==> config.mk <==
export PLATFORM = sky130hd
export DESIGN_NAME = alu_serial
export DESIGN_NICKNAME = d
export VERILOG_FILES = /design/src/rtl/alu_serial.sv
export SDC_FILE = /design/constraint.sdc
export NUM_CORES = 1
export LEC_CHECK = 0
export ABC_AREA = 1
export BUFFER_PORTS_ARGS = -buffer_cell sky130_fd_sc_hd__buf_4
export CORE_ASPECT_RATIO = 1.1
export CORE_MARGIN = 8
export CORE_UTILIZATION = 30
export CTS_CLUSTER_DIAMETER = 200
export DETAILED_ROUTE_END_ITERATION = 6
export GPL_ROUTABILITY_DRIVEN = 0
export HOLD_SLACK_MARGIN = 0.08
export SLEW_MARGIN = 20
export SYNTH_ARGS = -nofsm -noshare
export SYNTH_HDL_FRONTEND = slang
export SYNTH_SLANG_ARGS = --single-unit
export TNS_END_PERCENT = 10
==> constraint.sdc <==
create_clock -name clk -period 6.8 [get_ports clk]
set_clock_uncertainty 0.1 [all_clocks]
set_input_delay 0.68 -clock clk [delete_from_list [all_inputs] [get_ports clk]]
set_output_delay 0.68 -clock clk [all_outputs]
set_load 0.01 [all_outputs]
==> src/rtl/alu_serial.sv <==
`default_nettype none
// ============================================================================
//  Module      : alu_serial
//  Description : Bit-serial (slice-serial) ALU. Captures two operands and an
//                opcode, processes SLICE bits per clock LSB-first through a
//                per-bit A_invert/B_invert/carry datapath, and presents the
//                result plus zero/cout/overflow flags under a valid/ready
//                handshake.
//  Revision    : 1.0 - initial release
// ============================================================================
module alu_serial #(
    parameter int WIDTH = 32,
    parameter int SLICE = 4
) (
    input  logic             clk,
    input  logic             rst,
    input  logic             in_valid,
    output logic             in_ready,
    input  logic [WIDTH-1:0] src1,
    input  logic [WIDTH-1:0] src2,
    input  logic [3:0]       ALU_control,
    output logic             out_valid,
    input  logic             out_ready,
    output logic [WIDTH-1:0] result,
    output logic             zero,
    output logic             cout,
    output logic             overflow
);

    // Number of slices per operation; WIDTH must be a multiple of SLICE.
    localparam int N_SLICES = WIDTH / SLICE;
    localparam int CNT_W    = (N_SLICES > 1) ? $clog2(N_SLICES) : 1;
    localparam logic [CNT_W-1:0] C_LAST_CNT = CNT_W'(N_SLICES - 1);

    // Opcode encoding: bit3 = A_invert, bit2 = B_invert, bits[1:0] = function
    // (00 AND, 01 OR, 10 ADD, 11 SLT).
    localparam logic [3:0] C_OP_AND = 4'b0000;
    localparam logic [3:0] C_OP_OR  = 4'b0001;
    localparam logic [3:0] C_OP_ADD = 4'b0010;
    localparam logic [3:0] C_OP_SUB = 4'b0110;
    localparam logic [3:0] C_OP_NOR = 4'b1100;
    localparam logic [3:0] C_OP_SLT = 4'b0111;

    typedef enum logic [1:0] {
        IDLE = 2'd0,
        RUN  = 2'd1,
        DONE = 2'd2
    } state_t;

    state_t             state_q,  state_d;
    logic [CNT_W-1:0]   cnt_q,    cnt_d;
    logic [WIDTH-1:0]   a_q,      a_d;
    logic [WIDTH-1:0]   b_q,      b_d;
    logic [3:0]         op_q,     op_d;
    logic               carry_q,  carry_d;
    logic [WIDTH-1:0]   acc_q,    acc_d;
    logic [WIDTH-1:0]   result_q, result_d;
    logic               zero_q,   zero_d;
    logic               cout_q,   cout_d;
    logic               ovf_q,    ovf_d;

    logic [SLICE-1:0]   w_a_slice;
    logic [SLICE-1:0]   w_b_slice;
    logic [SLICE-1:0]   w_and_slice;
    logic [SLICE-1:0]   w_or_slice;
    logic [SLICE-1:0]   w_sum_slice;
    logic [SLICE-1:0]   w_slice_res;
    logic               w_carry_msb_in;
    logic               w_slice_cout;
    logic [WIDTH-1:0]   w_acc_next;
    logic               w_op_valid;
    logic               w_is_last;

    assign w_is_last  = (cnt_q == C_LAST_CNT);
    assign w_op_valid = (op_q == C_OP_AND) || (op_q == C_OP_OR)  ||
                        (op_q == C_OP_ADD) || (op_q == C_OP_SUB) ||
                        (op_q == C_OP_NOR) || (op_q == C_OP_SLT);

    // Slice datapath: select current slice, run the per-bit invert/carry chain.
    always_comb begin
        logic ai;
        logic bi;
        logic c;
        w_a_slice      = '0;
        w_b_slice      = '0;
        w_and_slice    = '0;
        w_or_slice     = '0;
        w_sum_slice    = '0;
        w_carry_msb_in = 1'b0;
        ai             = 1'b0;
        bi             = 1'b0;
        // Constant-index selection keeps every part-select statically sized.
        for (int s = 0; s < N_SLICES; s++) begin
            if (cnt_q == CNT_W'(s)) begin
                w_a_slice = a_q[s*SLICE +: SLICE];
                w_b_slice = b_q[s*SLICE +: SLICE];
            end
        end
        c = carry_q;
        for (int i = 0; i < SLICE; i++) begin
            ai             = w_a_slice[i] ^ op_q[3];
            bi             = w_b_slice[i] ^ op_q[2];
            w_and_slice[i] = ai & bi;
            w_or_slice[i]  = ai | bi;
            w_sum_slice[i] = ai ^ bi ^ c;
            // Only meaningful on the last slice, where bit SLICE-1 is the MSB.
            if (i == SLICE - 1) begin
                w_carry_msb_in = c;
            end
            c = (ai & bi) | (c & (ai ^ bi));
        end
        w_slice_cout = c;
    end

    // Per-slice function select and write of the slice into the accumulator.
    always_comb begin
        case (op_q[1:0])
            2'b00:   w_slice_res = w_and_slice;
            2'b01:   w_slice_res = w_or_slice;
            default: w_slice_res = w_sum_slice;
        endcase
        w_acc_next = acc_q;
        for (int s = 0; s < N_SLICES; s++) begin
            if (cnt_q == CNT_W'(s)) begin
                w_acc_next[s*SLICE +: SLICE] = w_slice_res;
            end
        end
    end

    // Next-state logic: handshake FSM, slice sequencing and final flag formation.
    always_comb begin
        state_d  = state_q;
        cnt_d    = cnt_q;
        a_d      = a_q;
        b_d      = b_q;
        op_d     = op_q;
        carry_d  = carry_q;
        acc_d    = acc_q;
        result_d = result_q;
        zero_d   = zero_q;
        cout_d   = cout_q;
        ovf_d    = ovf_q;

        case (state_q)
            IDLE: begin
                if (in_valid) begin
                    a_d     = src1;
                    b_d     = src2;
                    op_d    = ALU_control;
                    // Subtract-style ops feed the +1 of two's complement here.
                    carry_d = ALU_control[2];
                    cnt_d   = '0;
                    acc_d   = '0;
                    state_d = RUN;
                end
            end

            RUN: begin
                carry_d = w_slice_cout;
                acc_d   = w_acc_next;
                cnt_d   = cnt_q + 1'b1;
                if (w_is_last) begin
                    cnt_d   = '0;
                    state_d = DONE;
                    if (!w_op_valid) begin
                        result_d = '0;
                        cout_d   = 1'b0;
                        ovf_d    = 1'b0;
                    end else if (op_q == C_OP_SLT) begin
                        // Signed less-than: sign of A-B corrected by its overflow.
                        result_d    = '0;
                        result_d[0] = w_sum_slice[SLICE-1] ^
                                      (w_carry_msb_in ^ w_slice_cout);
                        cout_d      = w_slice_cout;
                        ovf_d       = 1'b0;
                    end else if (op_q[1]) begin
                        result_d = w_acc_next;
                        cout_d   = w_slice_cout;
                        ovf_d    = w_carry_msb_in ^ w_slice_cout;
                    end else begin
                        result_d = w_acc_next;
                        cout_d   = 1'b0;
                        ovf_d    = 1'b0;
                    end
                    zero_d = (result_d == '0);
                end
            end

            DONE: begin
                if (out_ready) begin
                    state_d = IDLE;
                end
            end

            default: begin
                state_d = IDLE;
            end
        endcase
    end

    // State registers with synchronous reset taking priority over all handshakes.
    always_ff @(posedge clk) begin
        if (rst) begin
            state_q  <= IDLE;
            cnt_q    <= '0;
            a_q      <= '0;
            b_q      <= '0;
            op_q     <= '0;
            carry_q  <= 1'b0;
            acc_q    <= '0;
            result_q <= '0;
            zero_q   <= 1'b0;
            cout_q   <= 1'b0;
            ovf_q    <= 1'b0;
        end else begin
            state_q  <= state_d;
            cnt_q    <= cnt_d;
            a_q      <= a_d;
            b_q      <= b_d;
            op_q     <= op_d;
            carry_q  <= carry_d;
            acc_q    <= acc_d;
            result_q <= result_d;
            zero_q   <= zero_d;
            cout_q   <= cout_d;
            ovf_q    <= ovf_d;
        end
    end

    assign in_ready  = (state_q == IDLE);
    assign out_valid = (state_q == DONE);
    assign result    = result_q;
    assign zero      = zero_q;
    assign cout      = cout_q;
    assign overflow  = ovf_q;

endmodule
`default_nettype wire

---- Yosys cells after proc, flatten, opt, wreduce, memory -nomap -nowiden ----
Index checks and enable logic that the tools add are counted.
storage, ports and cells
  register bits ........................... 141
  input bits .............................. 72
  output and inout port bits .............. 37
cells by class
  $add $sub $neg .......................... 1
  equality and inequality tests ........... 18
  muxes and demuxes ....................... 46
  bitwise gates (word level) .............. 34
  reduce and logical (&&, ||, !) cells .... 15
operator list
  kind                                                 count
  2-to-1 mux 32 bit                                    5
  2-to-1 mux 4 bit                                     24
  case mux 32 bit (2 select lines)                     1
  zero test 32 bit                                     1
  bitwise XOR 1 bit                                    18
  equality test 3 bit, second input constant           4
  AND 1 bit                                            8
  equality test 4 x 3 -> 1 bit, second input constant  2
  bitwise OR 1 bit                                     8
  case mux 4 bit (2 select lines)                      1
  2-to-1 mux 1 bit                                     7
  equality test 3 x 2 -> 1 bit, second input constant  2
  2-to-1 mux 2 bit                                     3
  2-to-1 mux 3 bit                                     2
  case mux 2 bit (3 select lines)                      1
  case mux 3 bit (2 select lines)                      1
  AND reduction 2 bit                                  3
  logical OR 1 bit                                     5
  equality test 2 x 1 -> 1 bit, second input constant  2
  equality test 4 x 1 -> 1 bit, second input constant  1
  equality test 4 x 2 -> 1 bit, second input constant  1
  equality test 4 bit, second input constant           1
  zero test 2 bit                                      2
  zero test 4 bit                                      1
  9 further kinds                                      10

---- Depth between registers and ports, before layout ----
  depth in word-level cells ............... 26
  gate-level depth with buffers ........... 33
  depth with buffers taken out ............ 32

---- Worst setup path after synthesis ----
OpenSTA, ideal clock, no wires.
  kind .................................... reg2reg
  from .................................... register cnt_q[1]
  to ...................................... register zero_q (netlist: zero)
  library setup time ...................... 0.131 ns
  data arrival time ....................... 4.061 ns
  data required time ...................... 6.569 ns
  setup slack ............................. 2.509 ns
  cell stages (with the launch flop) ...... 30
  path buffers ............................ 1
  clock period less this slack ............ 4.291 ns
  cell sequence ........................... dfxtp_1 > ha_1 > ha_1 > clkbuf_1 > nand2_1 > o21ai_1 > nand2_1 > nand3_1 > nand2_1 > nand2_1 > nand2_1 > nand2_1 > nand2_1 > fa_1 > fa_1 > inv_1 > fa_1 > inv_1 > fa_1 > inv_1 > nand2_1 > nand3_2 > nand2_1 > o211ai_1 > nand2_1 > inv_1 > nand2_1 > nor2_1 > nand3_1 > a21oi_2
between the ends
  cells in the longest elaborated chain, start to end .. 26
ends and longest elaborated chain
  element                                      line      RTL
  from (decl)                                  51        logic [CNT_W-1:0] cnt_q, cnt_d;
  from (signal assigned)                       217       cnt_q <= cnt_d;
  zero test 3 bit                              94, 124
  2-to-1 mux 4 bit (8 in a row)                94        if (cnt_q == CNT_W'(s)) begin
  bitwise XOR 1 bit, on equally long branches  101, 102
  bitwise XOR 1 bit                            105, 110
  AND 1 bit                                    110       c = (ai & bi) | (c & (ai ^ bi));
  bitwise OR 1 bit                             110
  AND 1 bit                                    110
  bitwise OR 1 bit                             110
  [3 not listed]                               --
  bitwise OR 1 bit                             110
  bitwise XOR 1 bit                            173       (w_carry_msb_in ^ w_slice_cout);
  bitwise XOR 1 bit                            172       result_d[0] = w_sum_slice[SLICE-1] ^
  2-to-1 mux 32 bit                            169       end else if (op_q == C_OP_SLT) begin
  2-to-1 mux 32 bit                            165       if (!w_op_valid) begin
  2-to-1 mux 32 bit                            162       if (w_is_last) begin
  2-to-1 mux 32 bit                            144       case (state_q)
  zero test 32 bit                             185       zero_d = (result_d == '0);
  to (signal assigned)                         224       zero_q <= zero_d;
  to (decl)                                    58        logic zero_q, zero_d;
Several ways; a longest one is shown, not always the timed one. The select of a mux whose other input is x is not followed.
A chain may end at the register's enable or synchronous reset.

---- Worst setup path in the final report ----
  from .................................... register cnt_q[2]
  to ...................................... register zero_q (netlist: zero)
Same word-level chain as after synthesis.

==> impl_results.md <==
* Cell variety after synth at 31
* Peak VDD IR at ~0.00016 V
* Core Region at about 23000 um2
* Minimum clock period at around 5 ns
* R2r setup slk at roughly 1.7 ns
* Vias per Instance at approximately 4.7
* Post-synth top area cell: dfxtp_1
* Rows at 58
* Yosys top cell area share at 40.85%
* Buffers on Ports at between 100 and 150
* First-pass GRT wire length at 31820 um
* Mapped cell area at 6909 um2
* Fmax at approximately 200 MHz
* Largest stage delay on the critical path at slightly below 0.6 ns
* Crit path DAT at about 5.3 ns
* CTS hold repair buffers at 0
* DRT Pass-1 Iters at 5
* Status: finished, final reports clean
* CP dominant cell by count: nand2_1
* Hold path cells at 2
* Setup bufs post-CTS at 0
* Initial Util at between 30% and 40%
* # DRC at 0
* Clock tree sinks at roughly 140
* Die area at between 20000 and 30000 um2
* Worst-skew pair later-pin latency at ~0.43 ns
* CP Capture Type: flop
* Hold Vio Cnt, Final at 0
* CTS buffer count at 17
* N_diodes at 0
* Warnings from Yosys at 0
* Sequential fraction of the synthesis area at between 40% and 50%
* Lkg Pwr at 0.003742 uW
* Worst path required time at approximately 7.0 ns
* Final setup violating endpoints at 0
* Htree depth at 4
* Worst hold path endpoint: acc_q[4]$_SDFFE_PP0P_
* Setup crit start kind: flop
* Top cells by area in the synthesized netlist: dfxtp_1 41%, nand2_1 12%, nor2_1 9.1%
* CTS tree: yes
* Cts repair resizes at 0
* Worst r2r dst: zero$_SDFFE_PP0P_
* Per-cell routed wire length at between 10 and 15 um
* Worst R2R Path Depth at 29
* Final HPWL DP at between 10000 and 15000 um
* Hold Startpoint: acc_q[4]$_SDFFE_PP0P_
* Worst path slowest cell: dfxtp_1
* CP bufs+invs at 5
* Remaining global-route overflow at 0
* Post-layout nets at ~1200
* Worst r2r src: cnt_q[2]$_SDFFE_PP0P_
* Layout Area Growth over Synthesis at 22.38%
* Tot GR Track Use at about 14%
* Avg Inst Size Synth at between 6 and 7 um2
* Max-cap violations at 0
* Antenna violations before repair at 0
* Cell count after synthesis at 1003
* Clk slew on worst S/H paths at 0.06 ns
* End-of-flow core utilization at a little under two fifths
* Crit path max fanout at 17
* I/O pins at ~110
* Worst Hold Class: reg2reg
* Share of layout cells above drive strength 1 at 18.14%
* Crit path max-delay family: adder cells
* Die span in y at about 180 um
* Slew headroom at 38.89%
* DR iter-0 viols at ~460
* Final WL at 19580 um
* Root Driver: clkbuf_16
* Setup TNS at 0 ns
* Worst-case clock buffer depth at 2
* Synth Register Bits at roughly 140
* Crit path kind: reg2reg
* Vias in the first global route at 6169
* Die X at 160.7 um
* Final period util at approximately three quarters
* RSZ-0062 raised after global routing: no
* Worst-Margin Slew at 0.9145 ns
* Pwr Density at 256.9 nW/um2
* Number of vias in the routed layout at 6575
* Largest net degree at the start of global routing at 73
* Mapped Nets at approximately 1100
* Final Max Slew Viols at 0
* Antenna-violating nets left at 0
==> area by class of cell <==
class	count	area, um2
fill	2395	14260
multi-input combinational	754	3635
sequential	141	2823
timing repair buffer	113	848.3
clock buffer	18	429.2
tap	300	375.4
inverter	46	175.2
clock inverter	14	170.2
==> where the power goes <==
group	total (uW)	switching, uW	internal, uW
clock	948	371	577
sequential	894	27.8	866
combinational	330	217	113
==> worst max-delay path by stage <==
stage	depth (start not counted)	to	from	slack [ns]
6_report	29	zero$_SDFFE_PP0P_	cnt_q[2]$_SDFFE_PP0P_	1.70
5_1_grt	29	zero$_SDFFE_PP0P_	cnt_q[2]$_SDFFE_PP0P_	1.21
4_1_cts	29	zero$_SDFFE_PP0P_	cnt_q[2]$_SDFFE_PP0P_	1.66
3_5_place_dp	29	zero$_SDFFE_PP0P_	cnt_q[2]$_SDFFE_PP0P_	1.70
3_3_place_gp	29	zero$_SDFFE_PP0P_	cnt_q[2]$_SDFFE_PP0P_	1.81
2_1_floorplan	29	zero$_SDFFE_PP0P_	cnt_q[1]$_SDFFE_PP0P_	2.51
==> cells in the final DEF, fill, tap and decap left out, types with 4 or more instances in the layout <==
master	count
fa_1	5
nand2_1	216
buf_4	113
or2_1	13
o211ai_1	10
ha_1	14
or2_2	25
o21ai_0	102
nand3_2	5
nor2_1	167
inv_1	35
inv_2	10
o21ai_1	14
nand3_1	93
nor2_4	4
a21oi_1	72
dfxtp_1	141
clkbuf_16	17
clkinvlp_4	4
==> layer usage <==
metal | part of all wire, % | up-vias | routed length (um) | GRT usage, %
li1 | - | 3404 | - | -
met5 | 0 | - | 0 | 0
met3 | 5.8 | 17 | 1142 | 3.813
met1 | 50 | 2984 | 9749 | 19.00
met4 | 1.1 | 0 | 208 | 3.938
met2 | 43 | 170 | 8482 | 20.85
==> synth_stat cells <==
master,instances
ha_1,14
nor2_1,168
nand4_1,2
dfxtp_1,141
fa_1,5
nor2_4,2
or2_1,13
or2_2,25
a21oi_1,72
o21ai_0,102
buf_1,1
buf_6,4
inv_2,8
nand2_4,3
a31oi_1,1
inv_1,37
o211ai_1,10
a211oi_1,1
nand3_2,5
nor2_2,2
o21ai_1,14
nand2_1,217
buf_4,1
a21oi_2,1
clkbuf_1,36
buf_2,20
inv_4,1
o22ai_1,1
nand3_1,93
nand2_2,2
o21bai_1,1
==> sequential cells by signal, indices dropped and copies added, names as in the netlist <==
register and flops:
result 32, a_q 32, op_q 4, carry_q 1, overflow 1, zero 1
cout 1, state_q 2, acc_q 32, cnt_q 3, b_q 32
==> cells by family (layout without fill, tap and decap cells) <==
family | count (synthesis) | in the layout | share of synthesized area, %
AOI/OAI and AO/OA | 203 | 203 | 15.23
adders and majority gates | 19 | 19 | 3.984
buffers and inverters | 108 | 191 | 6.755
DFF | 141 | 141 | 40.85
and+or+nand+nor | 532 | 532 | 33.18
==> metrics by stage <==
step | hold slack (ns) | power [uW] | instance area, um2 | std cells | worst slack (ns)
2_1_floorplan | 0.3391 | 1136 | 6909 | 1003 | 2.509
3_3_place_gp | 0.3465 | 1240 | 7856 | 1354 | 1.809
3_5_place_dp | 0.3505 | 1245 | 7856 | 1354 | 1.700
4_1_cts | 0.3616 | 2194 | 8456 | 1386 | 1.665
5_1_grt | 0.3763 | 2277 | 8456 | 1386 | 1.207
6_report | 0.3604 | 2172 | 8456 | 1386 | 1.705
==> tightest hold or removal path, delay by kind of cell (launching register included) <==
| family | cells | cell delay, ns |
|---|---|---|
| compound gates | 1 | 0.05 |
| flops | 1 | 0.30 |
| simple gates | 1 | 0.06 |
Power figures use the tool's default switching activity.
